**src/rtl/instr_encoder.sv**
```systemverilog
`timescale 1ns/1ps
// -----------------------------------------------------------------------------
// instr_encoder
// Packs RV32I instruction fields (format code, opcode, registers, funct fields,
// immediate) into 32-bit instruction words and writes them to instruction
// memory at an auto-incrementing word address. The boot/test loader uses it to
// fill IM before the pipeline is released. Bundles whose format or immediate
// cannot be encoded are dropped and flagged in a sticky error.
//
// Format codes: 000 U, 001 I, 010 S, 011 B, 100 J, 111 R (101/110 illegal).
//
// Parameters
//   ADDR_W     IM word-address width; the address wraps at 2**ADDR_W
//   BASE_ADDR  first IM word address after rst or clr
//
// Ports
//   clk        rising-edge clock
//   rst        asynchronous reset, active high
//   clr        synchronous clear: flush pipe, address back to BASE_ADDR, clear err
//   in_valid   field bundle valid
//   in_ready   encoder accepts the bundle this cycle
//   in_fmt     format code
//   in_op      opcode, bits [6:0] of the word
//   in_rd      destination register
//   in_rs1     source register 1
//   in_rs2     source register 2
//   in_funct3  funct3
//   in_funct7  funct7 (R only)
//   in_imm     signed byte offset / value (U: full 32-bit value)
//   im_we      IM write request
//   im_ready   IM accepts the write this cycle
//   im_addr    IM word address of the current write
//   im_wdata   encoded instruction
//   wr_count   completed writes since rst/clr, saturating at 0xFFFF
//   err        sticky: at least one bundle was dropped
//   err_code   first error: 01 range, 10 misaligned, 11 bad format
// -----------------------------------------------------------------------------
module instr_encoder #(
    parameter int ADDR_W    = 10,
    parameter int BASE_ADDR = 0
) (
    input  logic              clk,
    input  logic              rst,
    input  logic              clr,
    input  logic              in_valid,
    output logic              in_ready,
    input  logic [2:0]        in_fmt,
    input  logic [6:0]        in_op,
    input  logic [4:0]        in_rd,
    input  logic [4:0]        in_rs1,
    input  logic [4:0]        in_rs2,
    input  logic [2:0]        in_funct3,
    input  logic [6:0]        in_funct7,
    input  logic [31:0]       in_imm,
    output logic              im_we,
    input  logic              im_ready,
    output logic [ADDR_W-1:0] im_addr,
    output logic [31:0]       im_wdata,
    output logic [15:0]       wr_count,
    output logic              err,
    output logic [1:0]        err_code
);

    localparam logic [ADDR_W-1:0] L_BASE = ADDR_W'(BASE_ADDR);

    // Bit placement for each instruction format.
    function automatic logic [31:0] f_encode(
        input logic [2:0]  fmt,
        input logic [6:0]  op,
        input logic [4:0]  rd,
        input logic [4:0]  rs1,
        input logic [4:0]  rs2,
        input logic [2:0]  f3,
        input logic [6:0]  f7,
        input logic [31:0] imm
    );
        logic [31:0] w;
        case (fmt)
            3'b111:  w = {f7, rs2, rs1, f3, rd, op};
            3'b001:  w = {imm[11:0], rs1, f3, rd, op};
            3'b010:  w = {imm[11:5], rs2, rs1, f3, imm[4:0], op};
            3'b011:  w = {imm[12], imm[10:5], rs2, rs1, f3, imm[4:1], imm[11], op};
            3'b000:  w = {imm[31:12], rd, op};
            3'b100:  w = {imm[20], imm[10:1], imm[11], imm[19:12], rd, op};
            default: w = 32'h0;
        endcase
        return w;
    endfunction

    // Encodability check; earlier branches win (bad format, then alignment,
    // then range). R-type never looks at the immediate.
    function automatic logic [1:0] f_check(
        input logic [2:0]         fmt,
        input logic signed [31:0] imm
    );
        logic [1:0] code;
        code = 2'b00;
        case (fmt)
            3'b101, 3'b110: code = 2'b11;
            3'b001, 3'b010: begin
                if (imm < -32'sd2048 || imm > 32'sd2047) code = 2'b01;
            end
            3'b011: begin
                if (imm[0]) code = 2'b10;
                else if (imm < -32'sd4096 || imm > 32'sd4094) code = 2'b01;
            end
            3'b100: begin
                if (imm[0]) code = 2'b10;
                else if (imm < -32'sd1048576 || imm > 32'sd1048574) code = 2'b01;
            end
            3'b000: begin
                if (imm[11:0] != 12'h000) code = 2'b10;
            end
            default: code = 2'b00;
        endcase
        return code;
    endfunction

    logic              r_s1_vld;
    logic [31:0]       r_s1_word;
    logic [1:0]        r_s1_code;
    logic              r_s2_vld;
    logic [31:0]       r_s2_word;
    logic [ADDR_W-1:0] r_addr;
    logic [15:0]       r_cnt;
    logic              r_err;
    logic [1:0]        r_err_code;

    logic        w_wr_done;
    logic        w_s1_adv;
    logic        w_in_fire;
    logic        w_s1_ok;
    logic [31:0] w_enc_word;
    logic [1:0]  w_enc_code;

    assign w_wr_done  = r_s2_vld & im_ready;
    // S2 only stalls while it holds a write the IM has not taken yet.
    assign w_s1_adv   = ~r_s2_vld | w_wr_done;
    assign in_ready   = ~clr & (~r_s1_vld | w_s1_adv);
    assign w_in_fire  = in_valid & in_ready;
    assign w_s1_ok    = (r_s1_code == 2'b00);
    assign w_enc_word = f_encode(in_fmt, in_op, in_rd, in_rs1, in_rs2,
                                 in_funct3, in_funct7, in_imm);
    assign w_enc_code = f_check(in_fmt, $signed(in_imm));

    always_ff @(posedge clk or posedge rst) begin
        if (rst) begin
            r_s1_vld   <= 1'b0;
            r_s1_word  <= 32'h0;
            r_s1_code  <= 2'b00;
            r_s2_vld   <= 1'b0;
            r_s2_word  <= 32'h0;
            r_addr     <= L_BASE;
            r_cnt      <= 16'h0;
            r_err      <= 1'b0;
            r_err_code <= 2'b00;
        end else if (clr) begin
            r_s1_vld   <= 1'b0;
            r_s1_word  <= 32'h0;
            r_s1_code  <= 2'b00;
            r_s2_vld   <= 1'b0;
            r_s2_word  <= 32'h0;
            r_addr     <= L_BASE;
            r_cnt      <= 16'h0;
            r_err      <= 1'b0;
            r_err_code <= 2'b00;
        end else begin
            // S1: encoded word plus check result
            if (w_in_fire) begin
                r_s1_vld  <= 1'b1;
                r_s1_word <= w_enc_word;
                r_s1_code <= w_enc_code;
            end else if (w_s1_adv) begin
                r_s1_vld  <= 1'b0;
            end

            // S2: IM write; a rejected bundle leaves a bubble instead of a write
            if (w_s1_adv) begin
                r_s2_vld <= r_s1_vld & w_s1_ok;
                if (r_s1_vld & w_s1_ok) r_s2_word <= r_s1_word;
            end

            // Only the first error's code is kept until rst/clr.
            if (w_s1_adv & r_s1_vld & ~w_s1_ok) begin
                r_err <= 1'b1;
                if (!r_err) r_err_code <= r_s1_code;
            end

            if (w_wr_done) begin
                r_addr <= r_addr + ADDR_W'(1);
                if (r_cnt != 16'hFFFF) r_cnt <= r_cnt + 16'd1;
            end
        end
    end

    assign im_we    = r_s2_vld;
    assign im_wdata = r_s2_word;
    assign im_addr  = r_addr;
    assign wr_count = r_cnt;
    assign err      = r_err;
    assign err_code = r_err_code;

endmodule

```
**config.mk**
```make
export PLATFORM = sky130hd
export DESIGN_NAME = instr_encoder
export DESIGN_NICKNAME = d
export VERILOG_FILES = /design/src/rtl/instr_encoder.sv
export SDC_FILE = /design/constraint.sdc
export NUM_CORES = 1
export LEC_CHECK = 0
export CORE_UTILIZATION = 50
export CTS_BUF_LIST = sky130_fd_sc_hd__clkbuf_4
export DETAILED_ROUTE_END_ITERATION = 10
export PLACE_DENSITY = 0.88
export SLEW_MARGIN = 10
export SYNTH_ARGS = -nofsm -noshare
export SYNTH_HDL_FRONTEND = slang
export SYNTH_SLANG_ARGS = --single-unit
```
**constraint.sdc**
```tcl
create_clock -name clk -period 4.7 [get_ports clk]
set_input_delay 1.175 -clock clk [delete_from_list [all_inputs] [get_ports clk]]
set_output_delay 1.175 -clock clk [all_outputs]
set_load 0.005 [all_outputs]
```
==> Flow_metrics.wiki <==
{| class="wikitable"
! Metric !! Value
|-
| Status || completed
|-
| Final-stage net count || 727
|-
| Placeable core region || 0.00937 mm²
|-
| CTS resizes || 0
|-
| Power density normalized to cell area || 236 mW/mm²
|-
| Maximum operating frequency || 0.267 GHz
|-
| Total I/O pin count || 135
|-
| Seq cells post-synth || 97
|-
| Worst-case vdd ir drop || 0.000128 V
|-
| Cts hold-fix bufs || 0
|-
| Number of clock buffers inserted by TritonCTS || 9
|-
| Latest clock arrival within the worst-skew pair || 440 ps
|-
| Worst Setup Start Kind || input pin
|-
| Initial Utilization || 52.5%
|-
| Clock Root Buffer || sky130_fd_sc_hd__clkbuf_4
|-
| Detailed Routing Iterations Pass 1 || 5
|-
| Crit path max-delay cell type || sky130_fd_sc_hd__clkdlybuf4s50_1
|-
| Worst hold start || r_s1_word[13]$_DFFE_PP0P_
|-
| Final-layout worst hold slack || 501 ps
|-
| Sort of element at the end of the critical path || primary output
|-
| Wire length of the first global-routing pass || 20.4 mm
|-
| Antenna-violating nets left || 0
|-
| Overall die height || 101 µm
|-
| Final worst clock skew || 25.2 ps
|-
| Netlist cell types || 50
|-
| Number of pins with negative max-slew slack in the final report || 0
|-
| Startpoint of the worst-slack reg-to-reg timing path || wr_count[0]$_DFFE_PP0P_
|-
| Data required time of the critical path || 3520 ps
|-
| H-tree depth || 3
|-
| Number of buffers between clock root and the deepest sink || 2
|-
| Post-route worst setup slack || 959 ps
|-
| Average via count per standard cell || 5.65
|-
| TritonCTS clock tree || built
|-
| Area Growth Syn to Fin || 31.4%
|-
| Critical path peak fanout || 5
|-
| Remaining design rule violation count || 0
|-
| Width of the chip || 101 µm
|-
| End point of the most critical hold path || r_s1_word[13]$_DFFE_PP0P_
|-
| Cell count after synthesis || 531
|-
| Buffers on Ports || 134
|-
| Number of instances on the worst hold path || 2
|-
| GRT Total Usage || 25.4%
|-
| WL per Instance || 16.0 µm
|-
| Die footprint || 0.0102 mm²
|-
| Part of the Yosys area used for sequential elements || 49.3%
|-
| Worst EP arrival || 2570 ps
|-
| Routability Congestion || 0.941
|-
| Transition time at the pin with the least slew margin || 849 ps
|-
| Count of synthesis-stage warnings from yosys || 0
|-
| Max cap viols || 0
|-
| Crit path largest cell delay || 530 ps
|-
| Antenna violations before repair || 0
|-
| Fin crit share || 79.6%
|-
| Pre-CTS setup slack || 969 ps
|-
| Syn Std Cell Area || 0.00492 mm²
|-
| Global route overflow || 0
|-
| Core Rows || 35
|-
| Type of the worst min-delay path || reg2reg
|-
| Final TNS setup || 0 ps
|-
| Proportion of register bits with asynchronous set or reset after synthesis || 100%
|-
| Final HPWL DP || 9.32 mm
|-
| Setup repair after global routing missed its margin || false
|-
| Relative max-transition margin || 42.9%
|-
| Number of global-route vias before repair || 4162
|-
| Leakage power || 2.59 nW
|-
| Aggregate routed wire length || 12.6 mm
|-
| Mean area per synthesized cell || 9.27 µm²
|-
| Sequence of cells on the critical path || clkdlybuf4s50_1 > nand2b_1 > nor2_1 > nor2_1 > clkdlybuf4s50_1
|-
| Shortest clock period the worst path allows after layout || 3740 ps
|-
| Maximum number of pins on one net before global-route repair || 41
|-
| DR iter-0 viols || 270
|-
| Synthesized Nets || 605
|-
| Number of cell instances on the worst register-to-register path || 6
|-
| EDFF count, synth || 0
|-
| Number of hold violations in the final report || 0
|-
| Overall via count from detail_route || 4450
|-
| Diodes inserted || 0
|-
| Worst reg-to-reg setup slack || 2500 ps
|-
| Start-to-end type of the worst setup path || in2out
|-
| Post-layout util || 69.1%
|-
| Clock Sink Count || 97
|-
| Critical register-to-register path endpoint || wr_count[11]$_DFFE_PP0P_
|-
| Finish-stage setup viols || 0
|-
| Post-CTS setup repair buffer count || 0
|-
| Post-CTS clock slew at the launch and capture registers of the worst setup and hold paths || 170 ps
|-
| Top_reg_cell synth || sky130_fd_sc_hd__dfrtp_1
|-
| Fraction of final layout cells with drive strength greater than 1 || 7.14%
|}
[cells in the mapped netlist (all sizes together), types with 3 or more instances]
| library cell | instances | area [µm²] |
|---|---|---|
| o21ai | 27 | 135 |
| a221oi | 8 | 70.1 |
| inv | 4 | 15.0 |
| nor4 | 10 | 77.6 |
| a211oi | 3 | 22.5 |
| a22oi | 10 | 75.1 |
| xnor2 | 11 | 96.3 |
| and2 | 3 | 18.8 |
| nand3b | 4 | 30.0 |
| dfrtp | 97 | 2430 |
| a22o | 14 | 123 |
| or4 | 3 | 22.5 |
| xor2 | 8 | 70.1 |
| mux2i | 12 | 120 |
| mux2 | 5 | 56.3 |
| nand4 | 13 | 93.8 |
| nor2 | 42 | 168 |
| buf | 14 | 88.8 |
| nand3 | 13 | 65.1 |
| and3 | 3 | 18.8 |
| a21oi | 60 | 300 |
| o31ai | 6 | 45.0 |
| nor3 | 3 | 15.0 |
| or3 | 4 | 25.0 |
| nand2 | 110 | 415 |
| clkbuf | 19 | 71.3 |
| o22ai | 4 | 25.0 |
[worst max-delay path, delay by kind of cell]
| family | cells | cell delay, ps |
|---|---|---|
| AND/OR/NAND/NOR | 3 | 360 |
| buffers and inverters | 2 | 1030 |
[sequential cells by signal, summed over array words and instances (netlist names)]
name / count
r_s1_vld: 1
err: 1
im_wdata: 32
r_s1_code: 2
err_code: 2
wr_count: 16
r_s1_word: 32
im_we: 1
im_addr: 10
[routing by layer]
layer  wire length, µm  track usage [%]
met5                 0                0
met4                48             5.57
met3               768             3.73
met2              5960             40.2
met1              5860             37.1
[metrics by stage]
| stage | area [µm²] | total power, mW | std cells |
|---|---|---|---|
| after floorplan | 4920 | 1.00 | 531 |
| after global placement | 6340 | 1.12 | 771 |
| after detailed placement | 6340 | 1.13 | 771 |
| after CTS | 6470 | 1.54 | 787 |
| after global routing | 6470 | 1.59 | 787 |
| final | 6470 | 1.53 | 787 |
[cells in the final DEF (no fill, tap or decap), types with 12 or more instances in the layout]
cell / n
sky130_fd_sc_hd__dfrtp_1: 97
sky130_fd_sc_hd__a22o_1: 14
sky130_fd_sc_hd__mux2i_1: 12
sky130_fd_sc_hd__nor2_1: 40
sky130_fd_sc_hd__nand2_1: 109
sky130_fd_sc_hd__a21oi_1: 59
sky130_fd_sc_hd__clkdlybuf4s50_1: 133
sky130_fd_sc_hd__nand3_1: 13
sky130_fd_sc_hd__o21ai_0: 27
[kinds of logic (layout without fill, tap and decap cells)]
logic type      after synthesis  in the layout  share of synthesized area (%)
buf+inv                      37            164                           3.56
compound gates              140            140                           18.3
flops                        97             97                           49.3
xor+xnor                     19             19                           3.38
mux                          17             17                           3.58
fa+ha+maj                     2              2                          0.508
simple gates                219            219                           21.4
[power by group]
group,leakage (nW),switching [mW],internal (mW)
clock,0.0720,0.294,0.120
combinational,1.18,0.127,0.111
sequential,1.34,0.0168,0.859
[area by class of cell]
type	instances	area [µm²]
Clock inverter	7	61.3
Multi-Input combinational cell	397	2320
Sequential cell	97	2430
Clock buffer	9	67.6
Tap cell	129	161
Timing Repair Buffer	144	1410
Fill cell	748	2900
Inverter	4	17.5
[worst max-delay path by stage]
stage                     slack (ps)  cells after the start              end      from
final                            960                      5         in_ready  im_ready
after global routing             840                      5         in_ready  im_ready
after CTS                        960                      5         in_ready  im_ready
after detailed placement         970                      5         in_ready  im_ready
after global placement           990                      5         in_ready  im_ready
after floorplan                  990                      1  err$_DFFE_PP0P_       rst
(Power assumes the default switching activity.)
